`src/rtl/oc8051_cxrom_fetch.sv`:
```
// Instruction-fetch stage between the oc8051 instruction bus and the combinational code ROM.
// A one-entry buffer serves repeated fetches; ROM wait states and hit/miss counters included.
module oc8051_cxrom_fetch #(
    parameter int WAIT_CYCLES = 0,
    parameter int CNT_W       = 16
) (
    input  logic             clk,
    input  logic             rst,
    input  logic [15:0]      wbi_adr_i,
    input  logic             wbi_cyc_i,
    input  logic             wbi_stb_i,
    output logic [31:0]      wbi_dat_o,
    output logic             wbi_ack_o,
    input  logic             flush,
    output logic [15:0]      cxrom_addr,
    input  logic [31:0]      cxrom_data_out,
    output logic [CNT_W-1:0] hit_cnt,
    output logic [CNT_W-1:0] miss_cnt
);

    typedef enum logic [1:0] {IDLE, FETCH, ACK} state_t;

    localparam logic [3:0] WAIT_INIT = 4'(WAIT_CYCLES);

    state_t      state;
    logic        buf_valid;
    logic [15:0] buf_tag;
    logic [31:0] buf_data;
    logic [3:0]  wcnt;

    logic req;
    logic hit;

    assign req = wbi_cyc_i & wbi_stb_i;
    // A flush in the sampling cycle must not let a stale entry satisfy the request.
    assign hit = buf_valid & ~flush & (buf_tag == wbi_adr_i);

    always_ff @(posedge clk) begin
        if (!rst) begin
            state      <= IDLE;
            buf_valid  <= 1'b0;
            buf_tag    <= 16'h0;
            buf_data   <= 32'h0;
            wbi_ack_o  <= 1'b0;
            wbi_dat_o  <= 32'h0;
            cxrom_addr <= 16'h0;
            wcnt       <= 4'h0;
            hit_cnt    <= '0;
            miss_cnt   <= '0;
        end else begin
            wbi_ack_o <= 1'b0;
            case (state)
                IDLE: begin
                    if (req) begin
                        if (hit) begin
                            wbi_dat_o <= buf_data;
                            hit_cnt   <= hit_cnt + CNT_W'(1);
                            wbi_ack_o <= 1'b1;
                            state     <= ACK;
                        end else begin
                            cxrom_addr <= wbi_adr_i;
                            wcnt       <= WAIT_INIT;
                            miss_cnt   <= miss_cnt + CNT_W'(1);
                            state      <= FETCH;
                        end
                    end
                end
                FETCH: begin
                    if (wcnt != 4'h0) begin
                        wcnt <= wcnt - 4'h1;
                    end else begin
                        buf_data  <= cxrom_data_out;
                        buf_tag   <= cxrom_addr;
                        buf_valid <= 1'b1;
                        wbi_dat_o <= cxrom_data_out;
                        // An aborted cycle still fills the buffer but is never acked.
                        if (wbi_cyc_i) begin
                            wbi_ack_o <= 1'b1;
                            state     <= ACK;
                        end else begin
                            state <= IDLE;
                        end
                    end
                end
                ACK:     state <= IDLE;
                default: state <= IDLE;
            endcase
            if (flush) buf_valid <= 1'b0;
        end
    end

endmodule

```
`config.mk`:
```
export PLATFORM = sky130hd
export DESIGN_NAME = oc8051_cxrom_fetch
export DESIGN_NICKNAME = d
export VERILOG_FILES = /design/src/rtl/oc8051_cxrom_fetch.sv
export SDC_FILE = /design/constraint.sdc
export NUM_CORES = 1
export LEC_CHECK = 0
export CAP_MARGIN = 40
export CELL_PAD_IN_SITES_DETAIL_PLACEMENT = 0
export CELL_PAD_IN_SITES_GLOBAL_PLACEMENT = 1
export CORE_MARGIN = 8
export CORE_UTILIZATION = 40
export DETAILED_ROUTE_END_ITERATION = 6
export GPL_TIMING_DRIVEN = 0
export MAX_ROUTING_LAYER = met4
export PLACE_DENSITY = 0.92
export SYNTH_ARGS = -nofsm -noshare
export SYNTH_HDL_FRONTEND = slang
export SYNTH_SLANG_ARGS = --single-unit
```
`constraint.sdc`:
```
create_clock -name clk -period 3.8 [get_ports clk]
set_input_delay 0.76 -clock clk [delete_from_list [all_inputs] [get_ports clk]]
set_output_delay 0.76 -clock clk [all_outputs]
set_load 0.03 [all_outputs]
```
==> results of run 1 <==
## routing by layer
| layer | track usage (%) | vias up | share of wire (%) |
|---|---|---|---|
| li1 | - | 2625 | - |
| met1 | 23.3 | 2443 | 47 |
| met2 | 27.6 | 108 | 47 |
| met3 | 4.67 | 14 | 5.2 |
| met4 | 6.34 | 0 | 1.1 |
| met5 | - | - | 0 |
## Yosys cell counts (all sizes together), types with 2 or more instances
cell / n / share of area [%]
nand4: 10 / 1.1
a211oi: 32 / 6.5
nand3: 14 / 1.2
o31ai: 4 / 0.51
nand2b: 3 / 0.32
nand3b: 4 / 0.51
xnor2: 15 / 2.2
nor3b: 2 / 0.26
o41ai: 2 / 0.30
nor2: 55 / 3.5
o211ai: 2 / 0.26
nand2: 152 / 9.8
nor3: 4 / 0.43
mux2i: 35 / 6.0
ha: 3 / 0.64
buf: 20 / 1.9
or4: 4 / 0.51
o21ai: 9 / 0.77
o2111ai: 2 / 0.30
and2: 3 / 0.32
and3: 4 / 0.43
xor2: 16 / 2.4
dfxtp: 136 / 46
a21oi: 80 / 6.9
clkbuf: 26 / 1.7
inv: 4 / 0.26
nor4: 12 / 2.3
or3: 7 / 0.75
## registers in the layout, summed over array words and instances (netlist names)
signal      count
wcnt            4
buf_data       32
wbi_ack_o       1
state           2
wbi_dat_o      32
buf_valid       1
hit_cnt        16
buf_tag        16
cxrom_addr     16
miss_cnt       16
## critical path, stage by stage
cell             delay (ns)
clkdlybuf4s50_1        0.51
xor2_1                 0.22
nor4_2                 0.08
and3b_1                0.19
buf_4                  0.16
a21oi_2                0.41
clkbuf_1               0.46
nand2_1                0.11
a21oi_1                0.14
## how the worst max path moves through the flow
stage                        startpoint             end  slack (ns)  cells after the start
after global placement              rst     hit_cnt[13]        0.68                      6
after detailed placement            rst    buf_data[26]        0.66                      6
after global routing       wbi_adr_i[6]  cxrom_addr[12]        0.85                      9
after CTS                           rst    buf_data[26]        1.09                      6
final                     wbi_adr_i[15]  cxrom_addr[15]        1.09                      9
after floorplan            wbi_adr_i[7]   wbi_dat_o[10]        1.54                      8
## logic make-up (layout without fill, tap and decap cells)
logic type	after synthesis	in the layout	share of synthesized area [%]
buffers and inverters	50	215	3.81
flip-flops	136	136	46.3
AND/OR/NAND/NOR	280	280	22.4
AO/OA/AOI/OAI	137	137	16.3
multiplexers	35	35	5.96
adder cells (fa/ha/maj)	3	3	0.639
XOR/XNOR	31	31	4.62
## stage by stage
step | power (W) | setup WS [ns] | hold WS (ns)
global placement | 0.00180 | 0.682 | 0.441
detailed placement | 0.00180 | 0.655 | 0.446
floorplan | 0.00166 | 1.54 | 0.436
CTS | 0.00355 | 1.09 | 0.454
global route | 0.00364 | 0.850 | 0.466
finish | 0.00351 | 1.09 | 0.452
## power groups by stage
| stage | Clock [W] | Combinational, W | Sequential, W |
|---|---|---|---|
| after floorplan | 0 | 0.000120 | 0.00154 |
| after global placement | 0 | 0.000301 | 0.00150 |
| after detailed placement | 0 | 0.000302 | 0.00150 |
| after CTS | 0.00177 | 0.000304 | 0.00147 |
| after global routing | 0.00184 | 0.000325 | 0.00147 |
| final | 0.00174 | 0.000301 | 0.00147 |
## final cells by class
class                           instances  area share (%)
Inverter                                4           0.186
Multi-Input combinational cell        486            36.3
Clock inverter                          7            1.40
Sequential cell                       136            33.8
Clock buffer                           25            6.39
Timing Repair Buffer                  133            16.5
Tap cell                              184            2.85
Buffer                                 46            2.59
==> impl_metrics.py, run 1 <==
metrics = {
    "power_and_ir_drop": {
        "leakage_nw": 2.62,
        "p_seq_share_pct": 41.9,
        "pwr-share-clk_pct": 49.5,
        "swShare_pct": 22.5,
        "cell_internal_pwr_w": 0.00272,
        "pwr_density_cell_nw_per_um2": 435,
        "power_frac_comb_pct": 8.6,
        "switchingPower_w": 0.000791,
        "irDropWorstVdd_v": 0.000292,
    },
    "timing": {
        "fmax_mhz": 369,
        "max_slew.worst_pin.slew_ns": 0.818,
        "fin_setup_tns_ns": 0,
        "hold_viol_final": 0,
        "setup_viol": 0,
        "min_period_over_period_pct": 71.3,
        "skew_ns": 0.00663,
        "slew_violations": 0,
        "slew_headroom_pct": 45.5,
        "period_minus_slack_ns": 2.71,
        "rsz0062_at_grt": "false",
    },
    "synthesis": {
        "yosysUniqueCellTypes": 48,
        "ys_ff_latch": 136,
        "async_flop_share_pct": 0,
        "yosysSeqAreaShare_pct": 46.3,
        "synth_ff_type": "dfxtp_1",
        "synthesis.nets": 728,
        "synth_edf_count": 0,
        "syn-cell-area_um2": 5880,
        "synth_warnings": 0,
        "syn_inst": 672,
        "avgSynthCellArea_um2": 8.74,
    },
    "floorplan": {
        "die_h_um": 137,
        "die_w_um": 137,
        "start_util_pct": 40.7,
        "io-pin-count": 134,
        "rows": 44,
        "core_area_um2": 14400,
        "die-area_um2": 18800,
    },
    "cts": {
        "ctsResizeCount": 0,
        "postCtsSetupBuffers": 0,
        "cts_hold_buf": 0,
        "cts-buffers-inserted": 17,
        "clkLatencyLatePin_ns": 0.42,
        "cts-root-buf": "clkbuf_16",
        "cts.htree.levels": 4,
        "cts_tree": "yes",
        "clk_pin_slew_ns": 0.05,
        "cts_buffer_depth": 2,
        "numClockSinks": 136,
    },
    "final_layout": {
        "ff_latch_area_um2": 2720,
        "final_cell_mix": "151 x nand2_1, 136 x dfxtp_1, 133 x clkdlybuf4s50_1",
        "multi_input_area_um2": 2930,
        "drive_gt1_share_pct": 10.6,
        "final_common_cell": "nand2_1",
        "final_area_um2": 8070,
        "n_antenna_cell": 0,
        "areaGrowthSynthToFinish_pct": 37.3,
        "postLayoutCoreUtil_pct": 55.9,
        "fin_cells": 1021,
        "layout.nets": 880,
        "num-fill-cells": 1351,
    },
    "drt": {
        "drtIter0Drc": 195,
        "finalWirelength_mm": 16.3,
        "wl_per_cell_um": 16.0,
        "ant_nets": 0,
        "via_per_inst": 5.08,
        "drt_first_pass_iters": 4,
        "dr_total_vias": 5190,
        "drcViolationCount": 0,
    },
    "critical_path": {
        "critical_path_class": "input pin to flop",
        "cp_data_arrival_time_ns": 3.05,
        "rrSetupSlack_ns": 1.42,
        "r2r-start": "wcnt[0]",
        "cp_data_required_time_ns": 4.14,
        "start_kind": "input pin",
        "end_kind": "flop",
        "r2r_end": "wbi_dat_o[24]",
        "cp_max_fo": 10,
        "reg2reg_depth": 10,
    },
    "status": {
        "outcome": "complete, no violations",
    },
    "grt": {
        "grt.total_usage_pct": 18.3,
        "grt_max_degree": 17,
        "grt_pass1_vias": 5054,
        "grt_pass1_wl_mm": 26.2,
        "grt_antenna_before_repair": 0,
        "gr-total-overflow": 0,
    },
    "hold_path": {
        "min_path_cells": 2,
        "hold_class": "flop to flop",
        "min-delay-start": "buf_data[4]",
        "worst_hold_path.endpoint": "buf_data[4]",
    },
    "placement": {
        "placed_area_um2": 7440,
        "portBuffers": 133,
        "gp_congestion": 0.802,
        "place_hpwl_mm": 11.8,
        "dp.cells": 989,
    },
    "run": {
        "drv_cap": 0,
    },
}
Power figures use the tool's default switching activity.
==> inputs of run 2 (changes only) <==
CORE_UTILIZATION = 37   (was 40)
PLACE_DENSITY = 0.86   (was 0.92)
clock period = 2.8 ns   (was 3.8 ns; I/O delays follow)
==> run 2 against run 1 <==
Sequential cell count did not move. Hold slack barely moved. Worst setup slack got worse by 0.80 ns. Final cell count increased by 2.8%. Non-clock buffer count did not move. Design area shrank 0.48%. Core utilization decreased by 4.8 points. Total power grew 28%. Highest routed layer unchanged. Global-route usage fell by 1.2 points. Sequential power is 36% higher. First-iteration DRC count grew 26%. Combinational power grew 36%.
==> impl_metrics.py, run 2 (synthesis results as in run 1) <==
metrics = {
    "critical_path": {
        "critical_path_class": "input pin to flop",
        "end_kind": "flop",
        "cp_max_fo": 10,
        "cp_data_required_time_ns": 3.13,
        "cp_data_arrival_time_ns": 2.84,
        "rrSetupSlack_ns": 0.41,
        "crit_family": "buffers and inverters",
        "r2r-start": "wcnt[0]",
        "reg2reg_depth": 10,
        "start_kind": "input pin",
        "max_stage_delay_ns": 0.51,
        "r2r_end": "wbi_dat_o[13]",
        "crit_slowest_cell": "clkdlybuf4s50_1",
        "path_cells": "clkdlybuf4s50_1 > xor2_1 > nor4_2 > and3b_1 > buf_4 > a21oi_2 > clkbuf_1 > nand2_1 > a21oi_1",
        "path_buf_inv": 3,
        "worst-path-stages": 9,
    },
    "final_layout": {
        "n_antenna_cell": 0,
        "num-fill-cells": 1504,
        "top_regs": "buf_data x32, wbi_dat_o x32",
        "final_common_cell": "nand2_1",
        "areaGrowthSynthToFinish_pct": 36.6,
        "fin_cells": 1050,
        "postLayoutCoreUtil_pct": 51.1,
        "drive_gt1_share_pct": 10.1,
        "layout.nets": 880,
        "final_area_um2": 8030,
        "final_cell_mix": "151 x nand2_1, 136 x dfxtp_1, 133 x clkdlybuf4s50_1",
    },
    "power_and_ir_drop": {
        "irDropWorstVdd_v": 0.000423,
        "leakage_nw": 2.58,
        "pwr_density_cell_nw_per_um2": 561,
    },
    "hold_path": {
        "min-delay-start": "buf_data[25]",
        "min_path_cells": 2,
        "worst_hold_path.endpoint": "buf_data[25]",
        "hold_class": "flop to flop",
    },
    "floorplan": {
        "die_h_um": 142,
        "die_w_um": 142,
        "rows": 46,
        "core_area_um2": 15700,
        "die-area_um2": 20200,
        "start_util_pct": 37.4,
        "io-pin-count": 134,
    },
    "grt": {
        "grt_max_degree": 17,
        "grt_antenna_before_repair": 0,
        "grt.total_usage_pct": 17.1,
        "grt_pass1_vias": 5108,
        "grt_pass1_wl_mm": 26.6,
        "gr-total-overflow": 0,
    },
    "placement": {
        "portBuffers": 133,
        "dp.cells": 1021,
        "placed_area_um2": 7480,
        "place_hpwl_mm": 11.9,
        "gp_congestion": 0.793,
    },
    "drt": {
        "via_per_inst": 4.89,
        "drtIter0Drc": 246,
        "dr_total_vias": 5136,
        "drcViolationCount": 0,
        "ant_nets": 0,
        "drt_first_pass_iters": 4,
        "wl_per_cell_um": 15.5,
        "finalWirelength_mm": 16.3,
    },
    "cts": {
        "clkLatencyLatePin_ns": 0.41,
        "numClockSinks": 136,
        "clk_pin_slew_ns": 0.06,
        "cts_buffer_depth": 2,
        "cts.htree.levels": 4,
        "cts-buffers-inserted": 17,
        "postCtsSetupBuffers": 0,
        "ctsResizeCount": 0,
        "cts_tree": "yes",
        "cts_hold_buf": 0,
        "cts-root-buf": "clkbuf_16",
    },
    "status": {
        "outcome": "complete, no violations",
    },
    "timing": {
        "hold_viol_final": 0,
        "min_period_over_period_pct": 89.6,
        "setup_viol": 0,
        "period_minus_slack_ns": 2.51,
        "max_slew.worst_pin.slew_ns": 0.863,
        "skew_ns": 0.00647,
        "rsz0062_at_grt": "false",
        "slew_violations": 0,
        "fmax_mhz": 398,
        "slew_headroom_pct": 42.5,
    },
    "run": {
        "drv_cap": 0,
    },
}
[run 2: where the power goes]
part           internal, W  switching [W]
sequential         0.00197      0.0000241
combinational     0.000176       0.000232
clock              0.00132       0.000773
total              0.00347        0.00103
[run 2: area by class of cell]
type / instances / area, µm² / area share [%]
multi-input cells: 486 / 2930 / 36.5
plain buffers: 46 / 209 / 2.60
repair buffers: 133 / 1330 / 16.6
clock inverters: 3 / 40.0 / 0.499
well taps: 216 / 270 / 3.37
clock buffers: 26 / 509 / 6.34
flip-flops and latches: 136 / 2720 / 33.9
inverters: 4 / 15.0 / 0.187
[run 2: worst reg2reg max path, delay by kind of cell (launching register included)]
kind            cells  cell delay (ns)
compound gates      3             0.56
fa+ha+maj           1             0.21
flops               1             0.32
buf+inv             4             0.85
simple gates        2             0.30
[run 2: how the worst max path moves through the flow]
stage / slack, ns / start / endpoint
2_1_floorplan: 0.74 / wbi_adr_i[7] / wbi_dat_o[10]
3_3_place_gp: -0.21 / rst / buf_data[28]
5_1_grt: 0.08 / wbi_adr_i[15] / miss_cnt[1]
4_1_cts: 0.23 / rst / miss_cnt[5]
6_report: 0.29 / wbi_adr_i[15] / miss_cnt[1]
3_5_place_dp: -0.21 / rst / miss_cnt[5]
[run 2: per-layer routing]
metal	vias to the layer above	global-route usage [%]	wire (µm)
met5	-	-	0
met4	0	5.71	173
met3	15	3.89	731
met2	109	26.2	7500
met1	2389	21.7	7880
li1	2623	-	-
[run 2: through the flow]
stage	hold WS, ns	total power [W]	setup TNS, ns	setup slack, ns
detailed placement	0.446	0.00245	-10.08	-0.206
global placement	0.441	0.00245	-9.27	-0.210
floorplan	0.436	0.00225	0	0.735
global route	0.470	0.00468	0	0.0812
CTS	0.454	0.00457	0	0.233
finish	0.452	0.00450	0	0.290
==> inputs of run 3 (changes only) <==
SKIP_LAST_GASP = 1   (was not set)
==> results of run 3 <==
The final DEF is identical to that of run 2; final timing and power are the same.
